## config.mk

```make
export PLATFORM = sky130hd
export DESIGN_NAME = mbtrain_substate_sequencer
export DESIGN_NICKNAME = d
export VERILOG_FILES = /design/src/rtl/mbtrain_pkg.sv /design/src/rtl/mbtrain_timeout_counter.sv /design/src/rtl/mbtrain_substate_sequencer.sv
export SDC_FILE = /design/constraint.sdc
export NUM_CORES = 1
export LEC_CHECK = 0
export BUFFER_PORTS_ARGS = -buffer_cell sky130_fd_sc_hd__buf_2
export CORE_ASPECT_RATIO = 0.75
export CORE_UTILIZATION = 45
export CTS_BUF_LIST = sky130_fd_sc_hd__clkbuf_4 sky130_fd_sc_hd__clkbuf_8
export CTS_CLUSTER_DIAMETER = 40
export DETAILED_ROUTE_END_ITERATION = 10
export GPL_TIMING_DRIVEN = 0
export PLACE_DENSITY = 0.7
export SLEW_MARGIN = 20
export SYNTH_ARGS = -nofsm -noshare
export SYNTH_HDL_FRONTEND = slang
export SYNTH_HIERARCHICAL = 1
export SYNTH_SLANG_ARGS = --single-unit
export TNS_END_PERCENT = 5
```

## constraint.sdc

```tcl
create_clock -name clk -period 2.3 [get_ports clk]
set_input_delay 0.46 -clock clk [delete_from_list [all_inputs] [get_ports clk]]
set_output_delay 0.46 -clock clk [all_outputs]
set_load 0.05 [all_outputs]
```

## src/rtl/mbtrain_pkg.sv

```systemverilog
// Shared MBTRAIN definitions: sequencer state encodings and sideband message codes
// used by the sequencer and the per-substate training FSMs.
package mbtrain_pkg;

    typedef enum logic [2:0] {
        ST_IDLE   = 3'd0,
        ST_SELECT = 3'd1,
        ST_RUN    = 3'd2,
        ST_GAP    = 3'd3,
        ST_DONE   = 3'd4,
        ST_ERROR  = 3'd5
    } seq_state_e;

    localparam logic [3:0] SB_NONE       = 4'b0000;
    localparam logic [3:0] SB_START_REQ  = 4'b0001;
    localparam logic [3:0] SB_START_RESP = 4'b0010;
    localparam logic [3:0] SB_END_REQ    = 4'b0011;
    localparam logic [3:0] SB_END_RESP   = 4'b0100;

endpackage

```

## src/rtl/mbtrain_timeout_counter.sv

```systemverilog
// Saturating timeout counter with synchronous clear; o_expired flags the final
// count (TIMEOUT_CYCLES-1). Shared by the sequencer and substate FSMs.
module mbtrain_timeout_counter #(
    parameter int unsigned TIMEOUT_CYCLES = 1024,
    parameter int unsigned CNT_W          = 10
) (
    input  logic clk,
    input  logic rst_n,
    input  logic i_clear,
    input  logic i_en,
    output logic o_expired
);

    localparam logic [CNT_W-1:0] LP_LAST = CNT_W'(TIMEOUT_CYCLES - 1);

    logic [CNT_W-1:0] r_count;

    always_ff @(posedge clk or negedge rst_n) begin
        if (!rst_n) begin
            r_count <= '0;
        end else if (i_clear) begin
            r_count <= '0;
        end else if (i_en && (r_count != LP_LAST)) begin
            r_count <= r_count + 1'b1;
        end
    end

    assign o_expired = (r_count == LP_LAST);

endmodule

```

## src/rtl/mbtrain_substate_sequencer.sv

```systemverilog
// MBTRAIN top-level controller: enables the substate FSMs one at a time in index
// order, muxes the active one onto the shared sideband TX path, and guards each with a timeout.
module mbtrain_substate_sequencer
    import mbtrain_pkg::*;
#(
    parameter int unsigned N_SUB          = 4,
    parameter int unsigned IDX_W          = 2,
    parameter int unsigned TIMEOUT_CYCLES = 1024,
    parameter int unsigned CNT_W          = 10
) (
    input  logic                 clk,
    input  logic                 rst_n,
    input  logic                 i_en,
    input  logic [N_SUB-1:0]     i_skip_mask,
    input  logic [N_SUB-1:0]     i_sub_test_ack,
    input  logic [4*N_SUB-1:0]   i_sub_sideband_message,
    input  logic [N_SUB-1:0]     i_sub_valid_tx,
    output logic [N_SUB-1:0]     o_sub_en,
    output logic [3:0]           o_sideband_message,
    output logic                 o_valid_tx,
    output logic [IDX_W-1:0]     o_active_idx,
    output logic                 o_done,
    output logic                 o_timeout_err
);

    localparam logic [IDX_W-1:0] LP_LAST_IDX = IDX_W'(N_SUB - 1);

    seq_state_e       r_state;
    logic [IDX_W-1:0] r_idx;
    logic [N_SUB-1:0] r_mask;
    logic [N_SUB-1:0] r_sub_en;
    logic             r_done;
    logic             r_err;

    logic             w_expired;
    logic [3:0]       w_msg;
    logic             w_valid;

    mbtrain_timeout_counter #(
        .TIMEOUT_CYCLES (TIMEOUT_CYCLES),
        .CNT_W          (CNT_W)
    ) u_timeout (
        .clk       (clk),
        .rst_n     (rst_n),
        .i_clear   (r_state != ST_RUN),
        .i_en      (r_state == ST_RUN),
        .o_expired (w_expired)
    );

    always_ff @(posedge clk or negedge rst_n) begin
        if (!rst_n) begin
            r_state  <= ST_IDLE;
            r_idx    <= '0;
            r_mask   <= '0;
            r_sub_en <= '0;
            r_done   <= 1'b0;
            r_err    <= 1'b0;
        end else if (!i_en) begin
            r_state  <= ST_IDLE;
            r_idx    <= '0;
            r_sub_en <= '0;
            r_done   <= 1'b0;
            r_err    <= 1'b0;
        end else begin
            case (r_state)
                ST_IDLE: begin
                    r_state <= ST_SELECT;
                    r_mask  <= i_skip_mask;
                    r_idx   <= '0;
                end
                ST_SELECT: begin
                    if (r_mask[r_idx]) begin
                        if (r_idx == LP_LAST_IDX) begin
                            r_state <= ST_DONE;
                            r_done  <= 1'b1;
                        end else begin
                            r_idx <= r_idx + 1'b1;
                        end
                    end else begin
                        r_state         <= ST_RUN;
                        r_sub_en        <= '0;
                        r_sub_en[r_idx] <= 1'b1;
                    end
                end
                ST_RUN: begin
                    // Ack has priority over a timeout expiring in the same cycle.
                    if (i_sub_test_ack[r_idx]) begin
                        r_state  <= ST_GAP;
                        r_sub_en <= '0;
                    end else if (w_expired) begin
                        r_state  <= ST_ERROR;
                        r_sub_en <= '0;
                        r_err    <= 1'b1;
                    end
                end
                ST_GAP: begin
                    if (r_idx == LP_LAST_IDX) begin
                        r_state <= ST_DONE;
                        r_done  <= 1'b1;
                    end else begin
                        r_idx   <= r_idx + 1'b1;
                        r_state <= ST_SELECT;
                    end
                end
                ST_DONE:  r_state <= ST_DONE;
                ST_ERROR: r_state <= ST_ERROR;
                default:  r_state <= ST_IDLE;
            endcase
        end
    end

    always_comb begin
        w_msg   = SB_NONE;
        w_valid = 1'b0;
        if (r_state == ST_RUN) begin
            w_msg   = i_sub_sideband_message[{r_idx, 2'b00} +: 4];
            w_valid = i_sub_valid_tx[r_idx];
        end
    end

    assign o_sub_en           = r_sub_en;
    assign o_sideband_message = w_msg;
    assign o_valid_tx         = w_valid;
    assign o_active_idx       = r_idx;
    assign o_done             = r_done;
    assign o_timeout_err      = r_err;

endmodule
```

==> PnR_summary.wiki <==
{| class="wikitable"
! Metric !! Value
|-
| Top cells by instance count after synthesis || dfrtp_1, nor2b_1, nor2_1, nand2_1, inv_1
|-
| Maximum level of the CTS H-tree || 1
|-
| Cell types with the largest area share after synthesis || dfrtp_1, mux4_2, ha_1
|-
| Max Clock Skew || 0.00235 ns
|-
| Sequential area share after synthesis || 38.8%
|-
| Global-route usage over all layers || 21.1%
|-
| Detail Route Antenna Nets || 0
|-
| Max clock buf depth || 2
|-
| Synthesized instance count || between 150 and 200
|-
| Leak Pwr || 0.882 nW
|-
| Clock insertion delay at the later pin of the skew report || 0.27 ns
|-
| RSZ-0062 raised after global routing || no
|-
| Worst rel slew slack || 49.2%
|-
| Post-Syn Nets || 192
|-
| Kind of cell adding the most delay to the critical path || flip-flops
|-
| HPWL after DPL || 2810 µm
|-
| Dominant cell by count in the synthesized netlist || dfrtp_1
|-
| Root Driver || clkbuf_8
|-
| Antenna cells || 0
|-
| DRC violations left || 0
|-
| Buffers plus inverters on the worst setup path || 2
|-
| Final total power || 0.00176 W
|-
| Syn Area/Cell || 10.4 µm²
|-
| Max VDD drop || 529 µV
|-
| Via density per instance || 5.83
|-
| Setup-failing EPs final || 0
|-
| Initial Utilization || around half
|-
| Clock transition at the registers of the reported paths || around 0.09 ns
|-
| Post-CTS Hold Buffers || 0
|-
| Relative area change from synthesis to final layout || 21.6%
|-
| Number of max-cap violations || 0
|-
| Stage delay of the slowest cell on the critical path || 0.53 ns
|-
| Critical path endpoint category || output port
|-
| Count of placed standard cells in the final layout, fillers left out || 246
|-
| Total die area || ~3800 µm²
|-
| Pre-antenna DRT Iters || 6
|-
| Worst EP arrival || 1.76 ns
|-
| Class of the most critical hold timing path || input port to async pin
|-
| Width of the chip || 71.2 µm
|-
| Via total after detailed routing || approximately 1400
|-
| Number of register bits inferred by synthesis || 25
|-
| Clock period minus final worst setup slack || 2.22 ns
|-
| Die Span Y || 53.9 µm
|-
| Data required, critical path || 1.84 ns
|-
| Crit path max-delay cell type || dfrtp_1
|-
| Routability Congestion || 0.925
|-
| Number of antenna violations at the first check in global routing || 0
|-
| Core area || about 3400 µm²
|-
| Via count of the first global-routing pass || 1299
|-
| Final worst hold slack || between 0.15 and 0.2 ns
|-
| Post-placement cell count || 238
|-
| Crit Path Class || flip-flop to output port
|-
| Slew Limit Fails || 0
|-
| Chain of cells forming the critical path || buf_2, mux4_2, nor2b_2, buf_2
|-
| Fraction of final layout cells with drive strength greater than 1 || between 30% and 40%
|-
| TritonCTS clock tree || built
|-
| Slew at the pin closest to its max-slew limit || 0.755 ns
|-
| Library cells used by synthesis || 40
|-
| Total wire length || 3720 µm
|-
| Area leader, netlist || dfrtp_1
|-
| Most repeated library cell on the critical path || buf_2
|-
| Global-route wire length before repair || 6130 µm
|-
| Largest net degree at the start of global routing || 26
|-
| Async S/R FF share, synth || 100%
|-
| Proportion of netlist area held by the largest area contributor || 38.8%
|-
| Hold Vio Cnt, Final || 0
|-
| Maximum fanout along the worst path || 10
|-
| Outcome || completed
|-
| Startpoint type of the worst setup path || flip-flop
|-
| 1st-iter DRT viols || just under 100
|-
| Top FF cell, synth || dfrtp_1
|-
| Highest attainable clock frequency || about 0.45 GHz
|-
| Ports || 44
|-
| Overall overflow remaining after global route || 0
|-
| WL per Instance || roughly 15 µm
|-
| Count of nets after finishing || 244
|-
| Power density over cell area || ~900 nW/µm²
|-
| Number of synthesized flops with an enable pin || 0
|-
| Clock buffers created by TritonCTS || 3
|-
| Total standard cell area after synthesis || 1610 µm²
|-
| Clock sink count || 25
|-
| Final setup TNS || 0 ns
|-
| IO buf count || 43
|-
| Row cnt || 18
|-
| Yosys Warn Count || 6
|-
| Share of the cycle needed by the critical path after routing || ~96%
|}
==> path summary, 6_finish.rpt <==
kind                       cells past startpoint  slack, ns       startpoint                     to
max reg2reg                                    9       0.24       r_state[1]   u_timeout/r_count[8]
min                                            1       0.17            rst_n                 o_done
min reg2reg                                    1       0.51    o_timeout_err          o_timeout_err
max                                            4       0.08  o_active_idx[1]  o_sideband_message[0]
max in group asynchronous                      1       1.72            rst_n        o_active_idx[0]
min in group clk                               2       0.42   i_skip_mask[0]              r_mask[0]
==> flip-flops by register name, summed over array words and instances (netlist names) <==
| name | cells |
|---|---|
| u_timeout/r_count | 10 |
| o_sub_en | 4 |
| r_mask | 4 |
| r_state | 3 |
| o_active_idx | 2 |
| o_done | 1 |
| o_timeout_err | 1 |
==> cell usage in the layout, fill, tap and decap left out, types with 4 or more instances in the layout <==
| cell | instances |
|---|---|
| mux2i_1 | 4 |
| mux2_2 | 5 |
| nand3_1 | 5 |
| a32o_1 | 4 |
| mux4_2 | 6 |
| buf_2 | 47 |
| nor2_1 | 10 |
| nand2_1 | 9 |
| inv_1 | 8 |
| a21oi_1 | 6 |
| buf_4 | 4 |
| o21ai_0 | 7 |
| dfrtp_1 | 24 |
| ha_1 | 6 |
| nor2b_1 | 10 |
| nand2b_1 | 4 |
==> routing by layer <==
layer,global-route usage [%],share of wire (%),vias up
li1,-,-,682
met3,4.68,6.7,2
met2,36.0,49,52
met1,28.6,44,697
met4,2.67,0.32,0
met5,0,0,-
==> through the flow <==
| step | utilization, % | area [µm²] | worst slack (ns) |
|---|---|---|---|
| 3_3_place_gp | 56.1 | 1880 | 0.244 |
| 6_report | 58.5 | 1960 | 0.0829 |
| 3_5_place_dp | 56.1 | 1880 | 0.219 |
| 5_1_grt | 58.5 | 1960 | 0.0163 |
| 2_1_floorplan | - | 1620 | -0.0661 |
| 4_1_cts | 57.5 | 1930 | 0.0174 |
==> repair_timing <==
item                       4_1_cts  5_1_grt
gates cloned                     0        0
pin swaps                        0        0
setup buffers                    0        4
gates resized for setup          1        1
setup endpoints to repair        5        6
==> final cells by class <==
| type | instances | area [µm²] |
|---|---|---|
| clock inverters | 1 | 5.00 |
| plain buffers | 8 | 42.5 |
| fillers | 289 | 1390 |
| well taps | 40 | 50.0 |
| clock buffers | 3 | 41.3 |
| flip-flops and latches | 25 | 627 |
| repair buffers | 47 | 245 |
| inverters | 8 | 30.0 |
| multi-input cells | 114 | 921 |
==> cell families (layout without fill, tap and decap cells) <==
logic type,count (synthesis),count (layout),share of synthesized area (%)
xor gates and xnor gates,2,2,1.09
adders and majority gates,6,6,4.65
DFF,25,25,38.8
muxes,16,16,16.0
AOI/OAI and AO/OA,34,34,16.7
buffers and inverters,16,67,4.50
and+or+nand+nor,56,56,18.4
==> worst register-to-register path: stages (launching register included) <==
cell and delay (ns):
dfrtp_1 0.33, buf_2 0.19, nor2b_2 0.24, nand2b_1 0.07, buf_2 0.19, inv_1 0.16, inv_1 0.09, nor4_1 0.42
nor2_1 0.07, a211oi_1 0.20
==> power by group <==
part	internal [W]	switching, W	leakage (nW)
Sequential	0.000520	0.0000564	0.335
Combinational	0.000394	0.000530	0.521
Clock	0.000121	0.000139	0.0255
(Power assumes the default switching activity.)
